--- src/rtl/jk_fsm_bank.sv ---
// jk_fsm_bank: bank of independent j/k two-state channels with per-channel dwell counters
module jk_fsm_bank #(
  parameter int NCH       = 4,
  parameter int CNT_W     = 8,
  parameter int MIN_DWELL = 0
) (
  input  logic                 clk,
  input  logic                 areset_n,
  input  logic                 en,
  input  logic                 clr,
  input  logic [NCH-1:0]       j,
  input  logic [NCH-1:0]       k,
  output logic [NCH-1:0]       out,
  output logic [NCH-1:0]       rise,
  output logic [NCH-1:0]       fall,
  output logic [NCH*CNT_W-1:0] dwell,
  output logic                 any_on
);
  typedef enum logic {st_a, st_b} state_t;
  for (genvar i = 0; i < NCH; i++) begin : g_ch
    state_t           st;
    logic [CNT_W-1:0] cnt;
    logic             ok, go, r, f;
    if (MIN_DWELL == 0) begin : g_nomin
      assign ok = 1'b1;
    end else begin : g_min
      assign ok = cnt >= CNT_W'(MIN_DWELL);
    end
    assign go = ok && (st == st_a ? j[i] : k[i]);
    always_ff @(posedge clk or negedge areset_n)
      if (!areset_n) begin
        st  <= st_a;
        cnt <= '0;
        r   <= 1'b0;
        f   <= 1'b0;
      end else if (clr) begin
        st  <= st_a;
        cnt <= '0;
        r   <= 1'b0;
        f   <= 1'b0;
      end else if (!en) begin
        r <= 1'b0;
        f <= 1'b0;
      end else begin
        st  <= go ? (st == st_a ? st_b : st_a) : st;
        cnt <= go ? '0 : cnt + CNT_W'(cnt != '1);
        r   <= go && st == st_a;
        f   <= go && st == st_b;
      end
    assign out[i]                   = st == st_b;
    assign rise[i]                  = r;
    assign fall[i]                  = f;
    assign dwell[i*CNT_W +: CNT_W]  = cnt;
  end
  assign any_on = |out;
endmodule

--- config.mk ---
export PLATFORM = sky130hd
export DESIGN_NAME = jk_fsm_bank
export DESIGN_NICKNAME = d
export VERILOG_FILES = /design/src/rtl/jk_fsm_bank.sv
export SDC_FILE = /design/constraint.sdc
export NUM_CORES = 1
export LEC_CHECK = 0
export CORE_AREA = 2 2 72 74
export DETAILED_ROUTE_END_ITERATION = 7
export DIE_AREA = 0 0 74 76
export PLACE_DENSITY = 0.91
export SETUP_SLACK_MARGIN = 0.3
export SYNTH_ARGS = -nofsm -noshare
export SYNTH_HDL_FRONTEND = slang
export SYNTH_SLANG_ARGS = --single-unit
--- constraint.sdc ---
create_clock -name clk -period 5.13 [get_ports clk]
set_input_delay 1.026 -clock clk [delete_from_list [all_inputs] [get_ports clk]]
set_output_delay 1.026 -clock clk [all_outputs]
set_load 0.05 [all_outputs]
==> metrics.md <==
| Metric | Value |
|---|---|
| Vias in the first global route | `1845` |
| Final worst path period share | `0.619` |
| Critical path data arrival time | `2.15 ns` |
| Outcome | `completed` |
| Largest net degree at the start of global routing | `45` |
| Post-synthesis sequential area ratio | `0.468` |
| Type of the most critical hold path | `reg -> reg` |
| Final nets | `295` |
| Syn_nets | `253` |
| Core Area | `0.00491 mm2` |
| Post-cts sizing count | `0` |
| Gr ovfl total | `0` |
| Unrepaired setup endpoints after global routing | `false` |
| Post-synth EDFFs | `0` |
| Register-to-Register Setup Slack | `3.09 ns` |
| Max clock buf depth | `2` |
| Total setup violations reported at the end of the flow | `0` |
| Relative max-transition margin | `0.352` |
| Syn-to-layout area delta | `24.9%` |
| Antenna cells | `0` |
| Yosys warning total | `0` |
| DP Wirelength | `3.72 mm` |
| Row count | `26` |
| CTS Buf Count | `5` |
| Average vias per placed instance | `5.60` |
| Share of the synthesized area in the top cell type | `0.468` |
| Sequential standard cell area | `0.00110 mm2` |
| Vias after detailed routing | `1937` |
| Endpoint class of the critical path | `output pin` |
| Top cells by instance count after synthesis | `44 x sky130_fd_sc_hd__dfrtp_1, 25 x sky130_fd_sc_hd__nand2_1, 17 x sky130_fd_sc_hd__a21oi_1, 14 x sky130_fd_sc_hd__nor2_1` |
| Synth area leaders | `sky130_fd_sc_hd__dfrtp_1 47%, sky130_fd_sc_hd__ha_1 4.3%, sky130_fd_sc_hd__buf_4 4.1%` |
| Worst EP required | `4.10 ns` |
| Leakage power total | `1.20 nW` |
| Post-synthesis cell area | `0.00235 mm2` |
| Number of instances in the synthesized netlist | `233` |
| Reg clk slew, reported paths | `0.08 ns` |
| Largest fanout of any net on the critical path | `6` |
| Combined area of the multi-input logic cells | `0.00108 mm2` |
| Cell type with the highest aggregate area in the netlist | `sky130_fd_sc_hd__dfrtp_1` |
| Slowest stage delay, CP | `0.72 ns` |
| CTS tree | `yes` |
| Endpoints failing hold | `0` |
| Post-DR wirelength/cell | `15.2 um` |
| Syn_area_per_cell | `10.1 um2` |
| Number of setup buffers added after CTS | `0` |
| Clock period minus final worst setup slack | `3.17 ns` |
| Max-cap check violation count | `0` |
| Synth async-reset ratio | `1.00` |
| Most used flip-flop cell after synthesis | `sky130_fd_sc_hd__dfrtp_1` |
| CP Cell Sequence | `or4_2 -> clkdlybuf4s50_1` |
| Least-Margin Pin Slew | `0.972 ns` |
| Finished Core Util | `0.599` |
| Total of buffers placed on input and output ports | `56` |
| Drc violations | `0` |
| Layout cells sized above 1 | `0.0761` |
| Count of clock tree sinks | `44` |
| Fill count | `419` |
| Worst setup SP type | `register` |
| Worst vdd rail ir drop | `0.000178 V` |
| Highest achievable clock rate | `315 MHz` |
| Register bit total from synthesis | `44` |
| CTS Root Buffer Type | `sky130_fd_sc_hd__clkbuf_8` |
| Accumulated negative setup slack | `0 ns` |
| Number of H-tree branching levels | `2` |
| Final WL | `5.24 mm` |
| Drt pass-1 iters | `4` |
| Hold Buf Count CTS | `0` |
| Dominant cell by count in the synthesized netlist | `sky130_fd_sc_hd__dfrtp_1` |
| Placer congestion estimate | `0.820` |
| Initial DRC Count | `80` |
| Type of the worst setup path | `reg -> out` |
| Residual antenna-violating net count after detailed routing | `0` |
| Number of top-level pins | `57` |
| P per Cell Area | `256 mW/mm2` |
| Post-route clock skew | `0.00654 ns` |
| Clk_lat worst skew | `0.30 ns` |
| Critical Path Slowest Stage Cell | `sky130_fd_sc_hd__clkdlybuf4s50_1` |
| Height of the die | `76 um` |
| Number of antenna violations at the first check in global routing | `0` |
| Starting Density | `0.479` |
| Global Route Usage Sum | `0.194` |
| Slew Viols, Final | `0` |
| Die footprint | `0.00562 mm2` |
| Horizontal extent of the die | `74 um` |
| Wire length of the first global-routing pass | `8.58 mm` |
| Yosys cell types | `45` |
[flip-flops by register name, summed over array words and instances, names as in the netlist]
signal    count
g_ch.f        4
g_ch.cnt     32
g_ch.st       4
g_ch.r        4
[layer usage]
metal / vias up / GRT usage / routed length, um
li1: 922 / - / -
met1: 938 / 0.252 / 2240
met2: 70 / 0.313 / 2570
met3: 7 / 0.0437 / 355
met4: 0 / 0.0709 / 85
met5: - / 0 / 0
[per-stage QoR]
stage                     hold WS (ns)  cells  power [mW]  setup WS [ns]  area [um2]
after floorplan                  0.502    233       0.456           2.78        2350
after global placement           0.513    338       0.491           2.19        2830
after detailed placement         0.524    338       0.494           2.12        2830
after CTS                        0.538    346       0.755           1.95        2940
after global routing             0.562    346       0.781           1.88        2940
final                            0.539    346       0.753           1.96        2940
[power by group]
group,internal [mW],switching (mW),leakage (nW)
sequential,0.355,0.0116,0.605
combinational,0.0411,0.0784,0.536
clock,0.145,0.122,0.0552
total,0.541,0.212,1.20
[final cells by class]
cell class / instances / area share
Inverter: 2 / 0.00255
Clock inverter: 2 / 0.0119
Sequential cell: 44 / 0.374
Timing Repair Buffer: 56 / 0.189
Clock buffer: 6 / 0.0247
Tap cell: 70 / 0.0298
Multi-Input combinational cell: 166 / 0.368
[path summary, 6_finish.rpt]
path | start | cells past startpoint | to
hold / removal | g_ch[3].cnt[5]$_DFFE_PN0P_ | 1 | g_ch[3].cnt[5]$_DFFE_PN0P_
max in group asynchronous | areset_n | 1 | g_ch[0].cnt[0]$_DFFE_PN0P_
min in group asynchronous | areset_n | 1 | g_ch[3].f$_DFF_PN0_
setup / recovery | g_ch[3].st$_DFFE_PN0P_ | 2 | any_on
setup reg to reg | g_ch[3].cnt[2]$_DFFE_PN0P_ | 8 | g_ch[3].cnt[6]$_DFFE_PN0P_
hold reg to reg | g_ch[3].cnt[5]$_DFFE_PN0P_ | 1 | g_ch[3].cnt[5]$_DFFE_PN0P_
[cells by family after synthesis]
| group | count (synthesis) | share of synthesized area |
|---|---|---|
| AOI/OAI and AO/OA | 55 | 0.152 |
| xor gates and xnor gates | 8 | 0.0298 |
| buffers and inverters | 23 | 0.0728 |
| muxes | 9 | 0.0425 |
| adders and majority gates | 8 | 0.0425 |
| DFF | 44 | 0.468 |
| and+or+nand+nor | 86 | 0.193 |
[worst max-delay path: cells and delay by family (launching register included)]
kind                   cells  cell delay (ns)
DFF                        1             0.46
buffers and inverters      1             0.72
and+or+nand+nor            1             0.67
[layout by cell type (no fill, tap or decap), drive strengths merged, types with 3 or more instances in the layout]
cell           Yosys  routed
a21oi             17      17
a31oi              3       3
a41oi              3       3
and3               6       6
and4               3       3
clkbuf             2       6
clkdlybuf4s50      0      55
dfrtp             44      44
ha                 8       8
mux2i              7       7
nand2             25      25
nand3              7       7
nand4              6       6
nor2              15      15
o2111ai            5       5
o211ai             4       4
o21ai             13      13
or2                4       4
or3                9       9
or4                4       4
xor2               8       8
(Power assumes the default switching activity.)
